## src/rtl/id_ex_stage.sv

```systemverilog
// rtl/id_ex_stage.sv - RV64 decode stage with ID/EX pipeline register
module id_ex_stage #(
   parameter int XLEN = 64,
   parameter int PC_W = 64
) (
   input  logic            clk,
   input  logic            rst,
   input  logic            if_id_valid,
   input  logic [PC_W-1:0] if_id_pc,
   input  logic [31:0]     if_id_instr,
   output logic [4:0]      rf_rs1_addr,
   output logic [4:0]      rf_rs2_addr,
   input  logic [XLEN-1:0] rf_rs1_data,
   input  logic [XLEN-1:0] rf_rs2_data,
   input  logic            wb_reg_write,
   input  logic [4:0]      wb_rd_addr,
   input  logic [XLEN-1:0] wb_rd_data,
   input  logic            ex_flush,
   output logic            stall_if_id,
   output logic            ex_valid,
   output logic [PC_W-1:0] ex_pc,
   output logic [XLEN-1:0] ex_rs1_data,
   output logic [XLEN-1:0] ex_rs2_data,
   output logic [XLEN-1:0] ex_imm,
   output logic [4:0]      ex_rs1_addr,
   output logic [4:0]      ex_rs2_addr,
   output logic [4:0]      ex_rd_addr,
   output logic [6:0]      ex_opcode,
   output logic [2:0]      ex_funct3,
   output logic            ex_funct7_5,
   output logic            ex_reg_write,
   output logic            ex_mem_read,
   output logic            ex_mem_write
);

   localparam logic [6:0] OPC_LOAD      = 7'b0000011;
   localparam logic [6:0] OPC_OP_IMM    = 7'b0010011;
   localparam logic [6:0] OPC_AUIPC     = 7'b0010111;
   localparam logic [6:0] OPC_OP_IMM_32 = 7'b0011011;
   localparam logic [6:0] OPC_STORE     = 7'b0100011;
   localparam logic [6:0] OPC_OP        = 7'b0110011;
   localparam logic [6:0] OPC_LUI       = 7'b0110111;
   localparam logic [6:0] OPC_OP_32     = 7'b0111011;
   localparam logic [6:0] OPC_BRANCH    = 7'b1100011;
   localparam logic [6:0] OPC_JALR      = 7'b1100111;
   localparam logic [6:0] OPC_JAL       = 7'b1101111;

   logic [6:0]      opcode;
   logic [4:0]      rs1, rs2, rd;
   logic            known, use_rs1, use_rs2, writes_rd, is_load, is_store;
   logic [XLEN-1:0] imm_i, imm_s, imm_b, imm_u, imm_j, imm;
   logic [XLEN-1:0] opnd1, opnd2;
   logic            load_use, bubble;

   assign opcode      = if_id_instr[6:0];
   assign rs1         = if_id_instr[19:15];
   assign rs2         = if_id_instr[24:20];
   assign rd          = if_id_instr[11:7];
   assign rf_rs1_addr = rs1;
   assign rf_rs2_addr = rs2;

   assign imm_i = {{(XLEN-12){if_id_instr[31]}}, if_id_instr[31:20]};
   assign imm_s = {{(XLEN-12){if_id_instr[31]}}, if_id_instr[31:25], if_id_instr[11:7]};
   assign imm_b = {{(XLEN-13){if_id_instr[31]}}, if_id_instr[31], if_id_instr[7],
                   if_id_instr[30:25], if_id_instr[11:8], 1'b0};
   assign imm_u = {{(XLEN-32){if_id_instr[31]}}, if_id_instr[31:12], 12'b0};
   assign imm_j = {{(XLEN-21){if_id_instr[31]}}, if_id_instr[31], if_id_instr[19:12],
                   if_id_instr[20], if_id_instr[30:21], 1'b0};

   // Opcode decode: operand usage, write-back class and immediate format
   always_comb begin
      known     = 1'b1;
      use_rs1   = 1'b1;
      use_rs2   = 1'b0;
      writes_rd = 1'b1;
      is_load   = 1'b0;
      is_store  = 1'b0;
      imm       = '0;
      case (opcode)
         OPC_LOAD: begin
            is_load = 1'b1;
            imm     = imm_i;
         end
         OPC_OP_IMM, OPC_OP_IMM_32, OPC_JALR: imm = imm_i;
         OPC_STORE: begin
            use_rs2   = 1'b1;
            writes_rd = 1'b0;
            is_store  = 1'b1;
            imm       = imm_s;
         end
         OPC_BRANCH: begin
            use_rs2   = 1'b1;
            writes_rd = 1'b0;
            imm       = imm_b;
         end
         OPC_LUI, OPC_AUIPC: begin
            use_rs1 = 1'b0;
            imm     = imm_u;
         end
         OPC_JAL: begin
            use_rs1 = 1'b0;
            imm     = imm_j;
         end
         OPC_OP, OPC_OP_32: use_rs2 = 1'b1;
         default: begin
            known     = 1'b0;
            use_rs1   = 1'b0;
            writes_rd = 1'b0;
         end
      endcase
   end

   // Operand select: x0 is hard zero, a same-cycle WB write wins over the stale file value
   always_comb begin
      opnd1 = rf_rs1_data;
      opnd2 = rf_rs2_data;
      if (rs1 == 5'd0)
         opnd1 = '0;
      else if (wb_reg_write && wb_rd_addr == rs1)
         opnd1 = wb_rd_data;
      if (rs2 == 5'd0)
         opnd2 = '0;
      else if (wb_reg_write && wb_rd_addr == rs2)
         opnd2 = wb_rd_data;
   end

   // Load-use detection against the load currently sitting in EX
   always_comb begin
      load_use = if_id_valid && known && ex_valid && ex_mem_read && (ex_rd_addr != 5'd0) &&
                 ((use_rs1 && rs1 == ex_rd_addr) || (use_rs2 && rs2 == ex_rd_addr));
      stall_if_id = load_use && !ex_flush && !rst;
      bubble      = ex_flush || load_use || !if_id_valid || !known;
   end

   // ID/EX register: reset and bubbles clear every field
   always_ff @(posedge clk) begin
      if (rst || bubble) begin
         ex_valid     <= 1'b0;
         ex_pc        <= '0;
         ex_rs1_data  <= '0;
         ex_rs2_data  <= '0;
         ex_imm       <= '0;
         ex_rs1_addr  <= '0;
         ex_rs2_addr  <= '0;
         ex_rd_addr   <= '0;
         ex_opcode    <= '0;
         ex_funct3    <= '0;
         ex_funct7_5  <= 1'b0;
         ex_reg_write <= 1'b0;
         ex_mem_read  <= 1'b0;
         ex_mem_write <= 1'b0;
      end else begin
         ex_valid     <= 1'b1;
         ex_pc        <= if_id_pc;
         ex_rs1_data  <= opnd1;
         ex_rs2_data  <= opnd2;
         ex_imm       <= imm;
         ex_rs1_addr  <= rs1;
         ex_rs2_addr  <= rs2;
         ex_rd_addr   <= rd;
         ex_opcode    <= opcode;
         ex_funct3    <= if_id_instr[14:12];
         ex_funct7_5  <= if_id_instr[30];
         ex_reg_write <= writes_rd && (rd != 5'd0);
         ex_mem_read  <= is_load;
         ex_mem_write <= is_store;
      end
   end

endmodule
```

## config.mk

```make
export PLATFORM = sky130hd
export DESIGN_NAME = id_ex_stage
export DESIGN_NICKNAME = d
export VERILOG_FILES = /design/src/rtl/id_ex_stage.sv
export SDC_FILE = /design/constraint.sdc
export NUM_CORES = 1
export LEC_CHECK = 0
export ABC_AREA = 1
export CAP_MARGIN = 20
export CORE_AREA = 4 4 232 234
export DETAILED_ROUTE_END_ITERATION = 12
export DIE_AREA = 0 0 236 238
export PLACE_DENSITY = 0.58
export SLEW_MARGIN = 20
export SYNTH_ARGS = -nofsm -noshare
export SYNTH_HDL_FRONTEND = slang
export SYNTH_SLANG_ARGS = --single-unit
```

## constraint.sdc

```tcl
create_clock -name clk -period 1.89 [get_ports clk]
set_clock_uncertainty 0.2 [all_clocks]
set_input_delay 0.378 -clock clk [delete_from_list [all_inputs] [get_ports clk]]
set_output_delay 0.378 -clock clk [all_outputs]
set_load 0.03 [all_outputs]
```

# --- Word level (Yosys, flattened, before mapping) ---
# Index checks and enable logic that the tools add are counted.
word_totals:
  ff_bits: 286
  in_bits: 298
  out_inout_bits: 297
  wordCells: 72
op_classes:
  n_eq_ne: 15
  mux: 10
  n_reduce_logical: 33
op_table:
  columns: ["op", "n"]
  rows:
  - ["64-bit case mux with 5 select lines", 1]
  - ["64-bit two-way mux", 2]
  - ["7-bit by 6-bit == test with 1-bit output, second input constant", 4]
  - ["7-bit by 5-bit == test with 1-bit output, second input constant", 3]
  - ["7-bit == test, second input constant", 3]
  - ["5-bit == test", 4]
  - ["1-bit logical AND", 12]
  - ["11-bit OR reduction", 1]
  - ["5-bit logical NOT", 2]
  - ["5-bit nonzero test", 2]
  - ["9-bit OR reduction", 1]
  - ["4-bit OR reduction", 2]
  - ["8-bit OR reduction", 1]
  - ["7-bit by 2-bit == test with 1-bit output, second input constant", 1]
  - ["1-bit two-way mux", 7]
  - ["2-bit OR reduction", 3]
  - ["1-bit logical OR", 5]
  - ["1-bit logical NOT", 4]

# --- Longest topological paths before layout ---
# Gate-level depths: netlist (run 1).
depth:
  ltp_word: 13
  ltp_mapped: 12
  mapped_depth_nobuf: 11

# --- Worst setup path before layout (run 1) ---
# OpenSTA, ideal clock, no wires.
synth_timing:
  path_type: "register to output"
  start: "register ex_rd_addr[3]"
  end: "output stall_if_id"
  arrival_time_ns: 1.803
  t_required_ns: 1.312
  path_slack_ns: -0.491
  path_stages_with_launch: 9
  path_buffers: 0
  cell_sequence: "dfxtp_1 inv_1 nand2_1 nand2_1 nor2_1 nand3_1 nand2_1 nand3_4 nor3_1"
synth_between:
  elab_chain_len: 6
  elab_cells_between_ends: 10
  classes_between: "eq/ne: 2; reduce/logical: 8"
synth_rtl:
  columns: ["element", "line", "text"]
  rows:
  - ["start, declared", "27", "output logic [4:0] ex_rd_addr,"]
  - ["start signal, assigned", "160", "ex_rd_addr <= rd;"]
  - ["5-bit == test", "130", "((use_rs1 && rs1 == ex_rd_addr) || (use_rs2 && rs2 == ex_rd_addr));"]
  - ["1-bit logical AND", "130", null]
  - ["1-bit logical OR", "130", null]
  - ["1-bit logical AND (*)", "129", "load_use = if_id_valid && known && ex_valid && ex_mem_read && (ex_rd_addr != 5'd0) &&"]
  - ["1-bit logical AND (*) (2 in series)", "131", "stall_if_id = load_use && !ex_flush && !rst;"]
  - ["end, declared", "19", "output logic stall_if_id,"]
# Every way passes the cells marked *; elsewhere a longest branch is shown, timed or not.

# --- Final worst setup path (run 1) ---
layout_timing:
  start: "input if_id_instr[4]"
  end: "output stall_if_id"
layout_between:
  elab_chain_len: 10
  elab_cells_between_ends: 27
  classes_between: "eq/ne: 11; mux: 3; reduce/logical: 13"
layout_rtl:
  columns: ["element", "line", "text"]
  rows:
  - ["start, declared", "10", "input logic [31:0] if_id_instr,"]
  - ["7-bit == test (tied with other cells)", "79", "case (opcode)"]
  - ["11-bit OR reduction (no line)", null, null]
  - ["1-bit two-way mux", "79", null]
  - ["1-bit logical AND (4 in series)", "129", null]
  - ["1-bit logical AND (*)", "129", null]
  - ["1-bit logical AND (*) (2 in series)", "131", null]
# Marked as above.

==> impl_metrics.ini, run 1 <==
[setup_path]
cp-end-kind = output pin
path_max_fanout = 3
start_kind = input port
reg2reg_setup_slack_ns = -0.25
required_ns = 1.31
arrival_ns = 1.81
rr_worst_depth = 13
r2r_start = ex_rd_addr[1]
crit_type = in -> out
timing.rr.end = ex_rs2_data[30]

[min_path]
hp-class = in -> reg
hold_depth = 4
min_delay_worst_endpoint = ex_imm[3]
hold_path_startpoint = if_id_instr[23]

[logic_synthesis]
yosys.area.top_type_share_pct = 48.3
ys_types = 29
synth.most_common_cell = inv_1
ys_warn_count = 0
ys_top_cells_by_area = dfxtp_1 (48%), inv_1 (11%), nand2_1 (8.6%)
synth_edf_count = 0
yosysSeqAreaShare_pct = 48.3
synth_area_um2 = 10500
yosys_register_bits = 254
yosys.area.top_type = dfxtp_1
synthFlopType = dfxtp_1
synthCells = 1413
synth_nets = 1711
synthTopCellsByCount = inv_1 (315), dfxtp_1 (254), nand2_1 (242)
async_flop_share_pct = 0
post_synth.cell_area_avg_um2 = 7.45

[finish]
fillCellCount = 5272
multi_input_area_um2 = 3720
finish.instance_area_um2 = 20400
regArea_um2 = 5100
drive_above_1_share_pct = 24.7
final_nets = 2406
fin_util_pct = 39.2
area_growth_pct = 93.7

[pwr]
vdd_drop_max_v = 0.000589
power_density_nw_per_um2 = 666
leakage_nw = 9.90

[timing]
finalSetupViolations = 287
fin_ws_ns = -0.498
drv_slew = 0
finalCritPeriodShare_pct = 126
rsz0062_at_grt = yes
holdWs_ns = 0.122
slew_headroom_pct = 74.9
fin_setup_tns_ns = -46.21
hold_violations = 0
max_freq_mhz = 419
fin_crit_ns = 2.39
tightest_slew_ns = 0.374

[grt]
gr-max-usage-layer = met2
grt_usage_pct = 15.9
grt_pass1_wl_mm = 68.4
grt_overflow = 0
use_met2_pct = 27.3
gr-usage-met1_pct = 19.7
gr-usage-met3_pct = 3.94
grt_antenna_before_repair = 2
grt_pass1_vias = 11100
grt_max_degree = 42

[floorplan]
std_cell_rows = 84
die_x_um = 236
die_area_um2 = 56200
io_pins = 595
start_util_pct = 20.2
fp.coreArea_um2 = 52000
die_h_um = 238

[clock_tree]
numCtsBuffers = 31
root_buffer = clkbuf_16
clock_latency_ns = 0.57
cts_buffer_depth = 3
clkTransAtPathRegs_ns = 0.05
htree_levels = 1
cts_tree = built
cts_num_sinks = 254

[detailed_routing]
first_pass_iters = 4
wl_per_cell_um = 18.2
drt_iter0_markers = 390
drt_wl_total_mm = 51.3
drc = 0
drtAntennaViolNets = 0
vias_per_cell = 3.98
routed-via-count = 11200

[flow_run]
maxCapViolations = 0

[outcome]
failed_checks = setup timing
status = finished, violations left

[placement]
dp_hpwl_mm = 38.3
place.gp.congestion = 0.978
placed_area_um2 = 18000
port_buffers = 594
dp_slack_ns = -0.815
## area by class of cell
class / instances / share of cell area, %
flip-flops and latches: 254 / 25.0
multi-input cells: 729 / 18.2
inverters: 324 / 6.04
repair buffers: 768 / 41.0
clock inverters: 12 / 1.07
diodes: 4 / 0.0491
clock buffers: 44 / 4.39
well taps: 688 / 4.22
## metal layers
metal,vias to the layer above,wire length (µm)
li1,5565,-
met1,5189,21700
met2,415,24800
met3,77,3510
met4,0,1280
met5,-,0
## repair_timing
item,in CTS,in global routing
resized for setup,607,62
hold buffers,0,0
endpoints found under the setup margin,524,339
pin swaps,14,6
buffers inserted,8,15
cloned,7,24
## layout by cell type, fill, tap and decap left out, types with 7 or more instances in the layout
cell type,instances
clkdlybuf4s50_1,285
nand3_1,13
dlygate4sd2_1,46
buf_8,19
buf_6,31
clkbuf_8,7
nor2_1,162
nand4_1,69
buf_12,43
buf_16,7
o211ai_1,14
buf_4,111
clkdlybuf4s15_2,84
nand3_4,9
nand2_1,239
clkdlybuf4s15_1,124
inv_1,311
o21ai_0,66
dfxtp_1,248
inv_2,11
nor2_2,110
clkbuf_16,46
## worst max-delay path, stage by stage
cell           delay (ns)
dlygate4sd2_1        0.26
buf_6                0.13
nor2_4               0.15
nand2_2              0.10
nor2_2               0.12
nor2_1               0.07
nand2_2              0.08
nor2_4               0.03
buf_4                0.13
nor3_4               0.19
buf_6                0.16
## per-stage QoR
step	power, mW	cells
2_1_floorplan	6.10	1413
3_5_place_dp	7.22	2712
5_1_grt	14.1	2819
4_1_cts	13.7	2783
3_3_place_gp	7.22	2712
6_report	13.6	2823
## worst max-delay path by stage
stage | slack (ns) | cells past startpoint | endpoint | startpoint
2_1_floorplan | -0.09 | 8 | stall_if_id | if_id_instr[5]
3_3_place_gp | -0.78 | 12 | stall_if_id | if_id_instr[5]
3_5_place_dp | -0.81 | 13 | ex_rs2_data[61] | if_id_instr[5]
4_1_cts | -0.52 | 7 | stall_if_id | ex_rd_addr[1]
5_1_grt | -0.60 | 10 | stall_if_id | ex_rd_addr[4]
6_report | -0.50 | 11 | stall_if_id | if_id_instr[4]
## where the power goes
group	switching [mW]	total, mW	internal, mW
Sequential	0.00891	5.39	5.38
Combinational	0.814	1.76	0.950
Clock	2.36	6.44	4.08
Total	3.19	13.6	10.4
## registers in the layout (all words and copies together), names as in the netlist, 5 cells and up
register	flops
ex_rs2_addr	5
ex_rs1_addr	5
ex_rs2_data	64
ex_opcode	7
ex_rs1_data	64
ex_pc	64
ex_rd_addr	5
ex_imm	32
## cell families (layout without fill, tap and decap cells)
family / after synthesis / in the layout / synth area share, %
flip-flops: 254 / 254 / 48.3
AO/OA/AOI/OAI: 97 / 97 / 5.02
buffers and inverters: 434 / 1148 / 18.5
other: 0 / 4 / 0
XOR/XNOR: 6 / 6 / 0.499
AND/OR/NAND/NOR: 622 / 626 / 27.7
(Power assumes the default switching activity.)
==> inputs of run 2 (changes only) <==
- GPL_ROUTABILITY_DRIVEN: default -> 0
==> impl_metrics.ini, run 2 (synthesis gave the netlist of run 1 again) <==
[outcome]
status = finished, violations left
failed_checks = setup timing

[flow_run]
maxCapViolations = 0

[clock_tree]
clkTransAtPathRegs_ns = 0.06
clock_latency_ns = 0.57
numCtsBuffers = 31
cts_hold_buf = 0
cts_tree = built
root_buffer = clkbuf_16
cts_num_sinks = 254
htree_levels = 1
cts_buffer_depth = 3

[grt]
grt_pass1_vias = 11400
grt_pass1_wl_mm = 72.1
grt_antenna_before_repair = 3
grt_max_degree = 37
grt_usage_pct = 16.7
grt_overflow = 0

[floorplan]
start_util_pct = 20.2
io_pins = 595
std_cell_rows = 84
die_h_um = 238
die_area_um2 = 56200
die_x_um = 236
fp.coreArea_um2 = 52000

[timing]
rsz0062_at_grt = yes
max_freq_mhz = 411
drv_slew = 0
finalCritPeriodShare_pct = 129
fin_ws_ns = -0.540
tightest_slew_ns = 0.428
fin_crit_ns = 2.43
slew_headroom_pct = 71.5
holdWs_ns = 0.131
fin_setup_tns_ns = -75.59
finalSetupViolations = 271
hold_violations = 0

[setup_path]
crit_family = simple AND/OR/NAND/NOR gates
crit_buf_inv = 4
arrival_ns = 1.85
reg2reg_setup_slack_ns = -0.40
slowest_stage = dlygate4sd2_1
crit_path_cell_trace = dlygate4sd2_1 -> buf_4 -> nor2_4 -> nand2_4 -> nor2_2 -> nor2_2 -> nand2_2 -> nor2_4 -> buf_4 -> nor3_4 -> buf_6
timing.rr.end = ex_rs2_data[45]
r2r_start = ex_rd_addr[2]
required_ns = 1.31
start_kind = input port
rr_worst_depth = 16
crit_type = in -> out
max_stage_delay_ns = 0.26
path_max_fanout = 3
cp-end-kind = output pin

[finish]
layout_common_cells = inv_1 (312), clkdlybuf4s50_1 (286), dfxtp_1 (248)
regArea_um2 = 5100
layout_commonest_cell = inv_1
area_growth_pct = 95.1
fin_util_pct = 39.5
multi_input_area_um2 = 3710
reg_top3 = ex_pc: 64 flops, ex_rs1_data: 64 flops, ex_rs2_data: 64 flops
fillCellCount = 5248
final_nets = 2418
finalNonFillerCells = 2834
finish.instance_area_um2 = 20600
drive_above_1_share_pct = 26.6

[min_path]
hold_depth = 3
min_delay_worst_endpoint = ex_pc[4]
hp-class = in -> reg
hold_path_startpoint = if_id_pc[4]

[detailed_routing]
drt_iter0_markers = 545
vias_per_cell = 3.96
drt_wl_total_mm = 50.6
routed-via-count = 11200
first_pass_iters = 4
drc = 0
wl_per_cell_um = 17.8
drtAntennaViolNets = 0

[pwr]
leakage_nw = 9.93
power_density_nw_per_um2 = 669
total_power_mw = 13.8
vdd_drop_max_v = 0.000649

[placement]
placed_area_um2 = 17900
port_buffers = 594
dp_slack_ns = -0.772
placed_cells_incl_taps = 2716
dp_hpwl_mm = 37.9
[run 2: area by class of cell]
type	count	share of cell area (%)
multi-input combinational	725	18.1
antenna	2	0.0244
inverter	324	5.99
clock inverter	14	1.24
clock buffer	43	4.24
sequential	254	24.8
timing repair buffer	784	41.5
tap	688	4.19
[run 2: power breakdown]
group          internal, mW  switching (mW)
Sequential             5.38         0.00846
Combinational         0.961           0.822
Clock                  4.15            2.43
Total                  10.5            3.26
[run 2: routing by layer]
layer,track usage [%],up-vias,part of all wire [%]
met5,0,-,0
met4,4.43,0,2.3
met3,3.46,77,6.5
met2,28.7,361,49
met1,21.4,5217,43
li1,-,5581,-
[run 2: tightest hold or removal path, cell delays in order]
cell and delay [ns]:
clkdlybuf4s50_1 0.39, inv_1 0.06, nor2_2 0.03
[run 2: timing repair]
| action | CTS | global route |
|---|---|---|
| resized for setup | 685 | 39 |
| pin swaps | 19 | 3 |
| buffers inserted | 25 | 13 |
| gates cloned | 20 | 7 |
| endpoints found under the setup margin | 527 | 326 |
[run 2: worst max-delay path by stage]
stage                         from               to  slack (ns)  depth (start not counted)
floorplan           if_id_instr[5]      stall_if_id       -0.09                          8
global placement    if_id_instr[5]      stall_if_id       -0.76                         11
detailed placement  if_id_instr[5]  ex_rs1_data[27]       -0.77                         13
CTS                  ex_rd_addr[0]      stall_if_id       -0.51                          7
global route         ex_rd_addr[3]      stall_if_id       -0.60                          9
finish              if_id_instr[4]      stall_if_id       -0.54                         11
